### src/rtl/ilog2_pipe.sv
// Two-stage pipelined floor(log2(v)) with valid/ready on both sides and a sideband tag.
// Define ILOG2_STATS_EN to add saturating result/zero counters (stat_clr, stat_total, stat_zero).
module ilog2_pipe #(
  parameter  int DATA_W = 32,
  parameter  int TAG_W  = 8,
  localparam int LOG_W  = $clog2(DATA_W)
) (
  input  logic              clk,
  input  logic              rst_n,
  input  logic              in_valid,
  output logic              in_ready,
  input  logic [DATA_W-1:0] in_data,
  input  logic [TAG_W-1:0]  in_tag,
  output logic              out_valid,
  input  logic              out_ready,
  output logic [LOG_W-1:0]  out_log2,
  output logic              out_zero,
  output logic [TAG_W-1:0]  out_tag
`ifdef ILOG2_STATS_EN
  ,
  input  logic              stat_clr,
  output logic [31:0]       stat_total,
  output logic [31:0]       stat_zero
`endif
);

  localparam int NB = DATA_W / 8;

  function automatic logic [2:0] byte_log2(input logic [7:0] b);
    logic [2:0] r;
    r = '0;
    for (int i = 0; i < 8; i++) begin
      if (b[i]) r = 3'(i);
    end
    return r;
  endfunction

  logic                  ready1, ready2, in_fire;

  logic                  s1_valid_q, s1_valid_d;
  logic [NB-1:0]         s1_mask_q, s1_mask_d;
  logic [NB-1:0][2:0]    s1_blog_q, s1_blog_d;
  logic [TAG_W-1:0]      s1_tag_q, s1_tag_d;
  logic                  s1_zero_q, s1_zero_d;

  logic                  s2_valid_q, s2_valid_d;
  logic [LOG_W-1:0]      s2_log_q, s2_log_d;
  logic                  s2_zero_q, s2_zero_d;
  logic [TAG_W-1:0]      s2_tag_q, s2_tag_d;
  logic [LOG_W-1:0]      sel_log;

  assign ready2   = !s2_valid_q || out_ready;
  assign ready1   = !s1_valid_q || ready2;
  assign in_ready = ready1;
  assign in_fire  = in_valid && ready1;

  // Stage 1: per-byte nonzero mask and byte-local log2; data only captured on an accepted word.
  always_comb begin
    // NOTE: every combinational output gets a default first so no path can infer a latch.
    s1_valid_d = s1_valid_q;
    s1_mask_d  = s1_mask_q;
    s1_blog_d  = s1_blog_q;
    s1_tag_d   = s1_tag_q;
    s1_zero_d  = s1_zero_q;
    if (ready1) s1_valid_d = in_valid;
    if (in_fire) begin
      for (int b = 0; b < NB; b++) begin
        s1_mask_d[b] = |in_data[8*b +: 8];
        s1_blog_d[b] = byte_log2(in_data[8*b +: 8]);
      end
      s1_tag_d  = in_tag;
      s1_zero_d = (in_data == '0);
    end
  end

  // Highest nonzero byte wins; an all-zero mask leaves the result at 0.
  always_comb begin
    sel_log = '0;
    for (int b = 0; b < NB; b++) begin
      if (s1_mask_q[b]) sel_log = LOG_W'(b * 8 + int'(s1_blog_q[b]));
    end
  end

  always_comb begin
    s2_valid_d = s2_valid_q;
    s2_log_d   = s2_log_q;
    s2_zero_d  = s2_zero_q;
    s2_tag_d   = s2_tag_q;
    if (ready2) s2_valid_d = s1_valid_q;
    if (ready2 && s1_valid_q) begin
      s2_log_d  = sel_log;
      s2_zero_d = s1_zero_q;
      s2_tag_d  = s1_tag_q;
    end
  end

  // NOTE: data registers are reset along with the valids so outputs are never X after reset.
  always_ff @(posedge clk) begin
    if (!rst_n) begin
      s1_valid_q <= 1'b0;
      s1_mask_q  <= '0;
      s1_blog_q  <= '0;
      s1_tag_q   <= '0;
      s1_zero_q  <= 1'b0;
      s2_valid_q <= 1'b0;
      s2_log_q   <= '0;
      s2_zero_q  <= 1'b0;
      s2_tag_q   <= '0;
    end else begin
      // NOTE: non-blocking assignments so every register samples pre-edge values.
      s1_valid_q <= s1_valid_d;
      s1_mask_q  <= s1_mask_d;
      s1_blog_q  <= s1_blog_d;
      s1_tag_q   <= s1_tag_d;
      s1_zero_q  <= s1_zero_d;
      s2_valid_q <= s2_valid_d;
      s2_log_q   <= s2_log_d;
      s2_zero_q  <= s2_zero_d;
      s2_tag_q   <= s2_tag_d;
    end
  end

  assign out_valid = s2_valid_q;
  assign out_log2  = s2_log_q;
  assign out_zero  = s2_zero_q;
  assign out_tag   = s2_tag_q;

`ifdef ILOG2_STATS_EN
  logic [31:0] tot_q, tot_d, zer_q, zer_d;
  logic        out_fire;

  assign out_fire = s2_valid_q && out_ready;

  // Saturating counters; a clear wins over a coincident increment.
  always_comb begin
    tot_d = tot_q;
    zer_d = zer_q;
    if (stat_clr) begin
      tot_d = '0;
      zer_d = '0;
    end else if (out_fire) begin
      if (tot_q != 32'hFFFF_FFFF) tot_d = tot_q + 32'd1;
      if (s2_zero_q && zer_q != 32'hFFFF_FFFF) zer_d = zer_q + 32'd1;
    end
  end

  always_ff @(posedge clk) begin
    if (!rst_n) begin
      tot_q <= '0;
      zer_q <= '0;
    end else begin
      tot_q <= tot_d;
      zer_q <= zer_d;
    end
  end

  assign stat_total = tot_q;
  assign stat_zero  = zer_q;
`endif

endmodule

### config.mk
export PLATFORM = sky130hd
export DESIGN_NAME = ilog2_pipe
export DESIGN_NICKNAME = d
export VERILOG_FILES = /design/src/rtl/ilog2_pipe.sv
export SDC_FILE = /design/constraint.sdc
export NUM_CORES = 1
export LEC_CHECK = 0
export CORE_MARGIN = 2
export CORE_UTILIZATION = 49
export CTS_BUF_LIST = sky130_fd_sc_hd__clkbuf_16
export CTS_CLUSTER_DIAMETER = 30
export DETAILED_ROUTE_END_ITERATION = 7
export PLACE_DENSITY = 0.85
export SYNTH_ARGS = -nofsm -noshare
export SYNTH_HDL_FRONTEND = slang
export SYNTH_SLANG_ARGS = --single-unit
### constraint.sdc
create_clock -name clk -period 2.4 [get_ports clk]
set_input_delay 0.36 -clock clk [delete_from_list [all_inputs] [get_ports clk]]
set_output_delay 0.36 -clock clk [all_outputs]
set_load 0.005 [all_outputs]
==> impl_metrics.csv <==
group,metric,value,unit
run_status,outcome,"finished clean",
place,gp_congestion,0.811,
synth,synth_cell_types,27,
power,ir_drop,0.000378,V
sta,fin_skew,0.00242,ns
cells_and_area,nNetsFinal,328,
synth,yosys_register_bits,41,
clocking,cts_resized,0,
place,dp_cells,325,
flow_run,max_cap_viol_count,0,
critical_path,r2r_end,"s1_tag_q[2]",
route,drc_errors,0,
sta,fin_crit,1.88,ns
sta,rsz0062_at_grt,"no",
clocking,cts_made_buffers,5,
power,p_per_area,631,nW/µm²
clocking,clockRootBuffer,"clkbuf_16",
power,p_switching,0.390,mW
cells_and_area,drive_above_1_share,0.0491,
power,design_power_total,1.62,mW
clocking,tritoncts,"yes",
cells_and_area,fill_cells,299,
clocking,clk_path_buf_depth,2,
global_routing,grt_pass1_wl,7.33,mm
route,antenna_left,0,
route,dr_total_vias,1824,
synth,syn-cell-area,1810,µm²
cells_and_area,final_common_cell,"clkdlybuf4s50_1",
clocking,clk_pin_slew,0.06,ns
critical_path,reg2regPathDepth,5,
clocking,cts_htree_levels,2,
critical_path,worstSetupPathType,"in -> out",
die,die_y,64.8,µm
critical_path,timing.rr.start,"s1_valid_q",
critical_path,crit_top_cell,"clkdlybuf4s50_1",
critical_path,max_stage_delay,0.52,ns
critical_path,cp-endpoint,"in_ready",
global_routing,grt_usage,0.225,
cells_and_area,antenna_cells,0,
synth,seq_area_frac_synth,0.453,
global_routing,grt_pass1_vias,1705,
cells_and_area,area_delta_synth_final,42.0,%
global_routing,antenna_found_initial,0,
critical_path,critical-path-slowest-cell,"clkdlybuf4s50_1",
cells_and_area,mostFrequentLayoutCells,"clkdlybuf4s50_1, nand2_1, dfxtp_1",
power,swShare,0.240,
critical_path,critPathRequiredTime,2.04,ns
critical_path,crit_path_start,"out_ready",
cells_and_area,finalInstanceArea,2570,µm²
sta,post-route-period-util,0.782,
route,wl,4.27,mm
die,start_util,0.502,
sta,fin_tns_setup,0,ns
synth,avgSynthCellArea,7.94,µm²
critical_path,crit_path_start_kind,"primary input",
clocking,postCtsHoldBufs,0,
cells_and_area,final_util,0.713,
cells_and_area,stdcell_count,333,
place,placed_cell_area,2430,µm²
route,viasPerCell,5.48,
sta,finalSetupViolations,0,
route,drt_iter0_markers,88,
die,design.die.area,4200,µm²
synth,yosys_warnings,0,
synth,syn_nets,272,
die,die_width,64.8,µm
global_routing,grt_max_degree,29,
place,port_buffers,59,
global_routing,overflow,0,
sta,worstMarginPinSlew,0.761,ns
critical_path,crit_chain,"clkdlybuf4s50_1 > nand3b_1 > clkdlybuf4s50_1",
critical_path,end_kind,"output port",
power,clkPwrFrac,0.399,
die,fp-row-count,22,
clocking,clock_latency,0.28,ns
clocking,clkSinkCount,41,
power,sequentialPowerShare,0.462,
power,p_leak,0.979,nW
sta,maxSlewViolCount,0,
sta,slew_headroom,0.491,
synth,syn_inst,228,
power,p_comb_frac,0.139,
route,dr.pass1.iters,4,
critical_path,cp_max_fo,4,
critical_path,arrival,1.52,ns
die,coreArea,3610,µm²
route,wl_per_cell,12.8,µm
clocking,cts_setup_buffers,0,
sta,hold_viol,0,
die,io_pins,60,
power,power.internal,1.23,mW
sta,max_freq,533,MHz
critical_path,r2r_slack,0.85,ns
place,dp_hpwl,3.02,mm
hold_path,hold_path_class,"reg -> reg",
-- routing by layer --
metal	vias to the layer above	share of wire	global-route usage	wire (µm)
met5	-	0	0	0
met4	0	0.026	0.112	112
met3	16	0.053	0.0538	228
met2	58	0.50	0.388	2120
met1	851	0.42	0.260	1810
li1	899	-	-	-
-- logic make-up after synthesis --
family,share of synthesized area
buffers and inverters,0.0491
flip-flops,0.453
AND/OR/NAND/NOR,0.294
AO/OA/AOI/OAI,0.204
-- layout make-up --
type	instances	area, µm²	share of cell area
Clock inverter	3	17.5	0.00681
Multi-Input combinational cell	165	901	0.350
Sequential cell	41	821	0.319
Tap cell	48	60.1	0.0234
Timing Repair Buffer	62	613	0.238
Clock buffer	5	125	0.0487
Inverter	9	33.8	0.0131
-- cell usage after synthesis --
library cell | instances | area [µm²]
dfxtp_1 | 41 | 821
buf_2 | 5 | 25.0
and2_1 | 1 | 6.26
and3_1 | 2 | 12.5
nor2_1 | 25 | 93.8
nor2b_1 | 1 | 6.26
o21bai_1 | 4 | 30.0
or4_4 | 1 | 11.3
nand3b_1 | 1 | 7.51
o211a_1 | 3 | 30.0
a21boi_0 | 19 | 143
nor4b_4 | 1 | 23.8
o21ai_0 | 11 | 55.1
inv_1 | 9 | 33.8
clkbuf_1 | 7 | 26.3
a21oi_1 | 14 | 70.1
nor3_1 | 6 | 30.0
a31o_2 | 1 | 8.76
nand2b_1 | 5 | 31.3
a31oi_1 | 1 | 6.26
and2_0 | 1 | 6.26
nand3_1 | 2 | 10.0
nor4_1 | 9 | 56.3
nand2_1 | 45 | 169
nor3b_1 | 9 | 67.6
buf_1 | 1 | 3.75
a221oi_1 | 3 | 26.3
-- metrics by stage --
step                hold WS, ns  setup WS, ns
global route              0.487         0.501
floorplan                 0.436         0.981
global placement          0.448         0.453
finish                    0.461         0.522
detailed placement        0.456         0.409
CTS                       0.465         0.527
-- power by group through the flow --
stage          registers, mW  clock network, mW  logic, mW
5_1_grt                0.753              0.678      0.250
4_1_cts                0.749              0.650      0.226
3_3_place_gp           0.762                  0      0.219
6_report               0.750              0.647      0.225
3_5_place_dp           0.763                  0      0.223
2_1_floorplan          0.753                  0      0.106
-- worst max-delay path: cells and delay by family --
kind | cells | cell delay, ns
buffers and inverters | 2 | 0.98
and+or+nand+nor | 1 | 0.17
-- sequential cells by signal, indices dropped and copies added (netlist names), 4 cells and up --
signal,cells
out_log2,5
out_tag,8
s1_blog_q,12
s1_mask_q,4
s1_tag_q,8
-- how the worst min path moves through the flow --
| stage | startpoint | end | slack (ns) | cells after the start |
|---|---|---|---|---|
| finish | out_tag[0] | out_tag[0] | 0.46 | 2 |
| global route | s1_tag_q[4] | s1_tag_q[4] | 0.49 | 2 |
| detailed placement | out_tag[2] | out_tag[2] | 0.46 | 2 |
| floorplan | s1_zero_q | out_zero | 0.44 | 2 |
| CTS | out_tag[2] | out_tag[2] | 0.46 | 2 |
| global placement | s1_tag_q[4] | out_tag[4] | 0.45 | 2 |
Power figures use the tool's default switching activity.
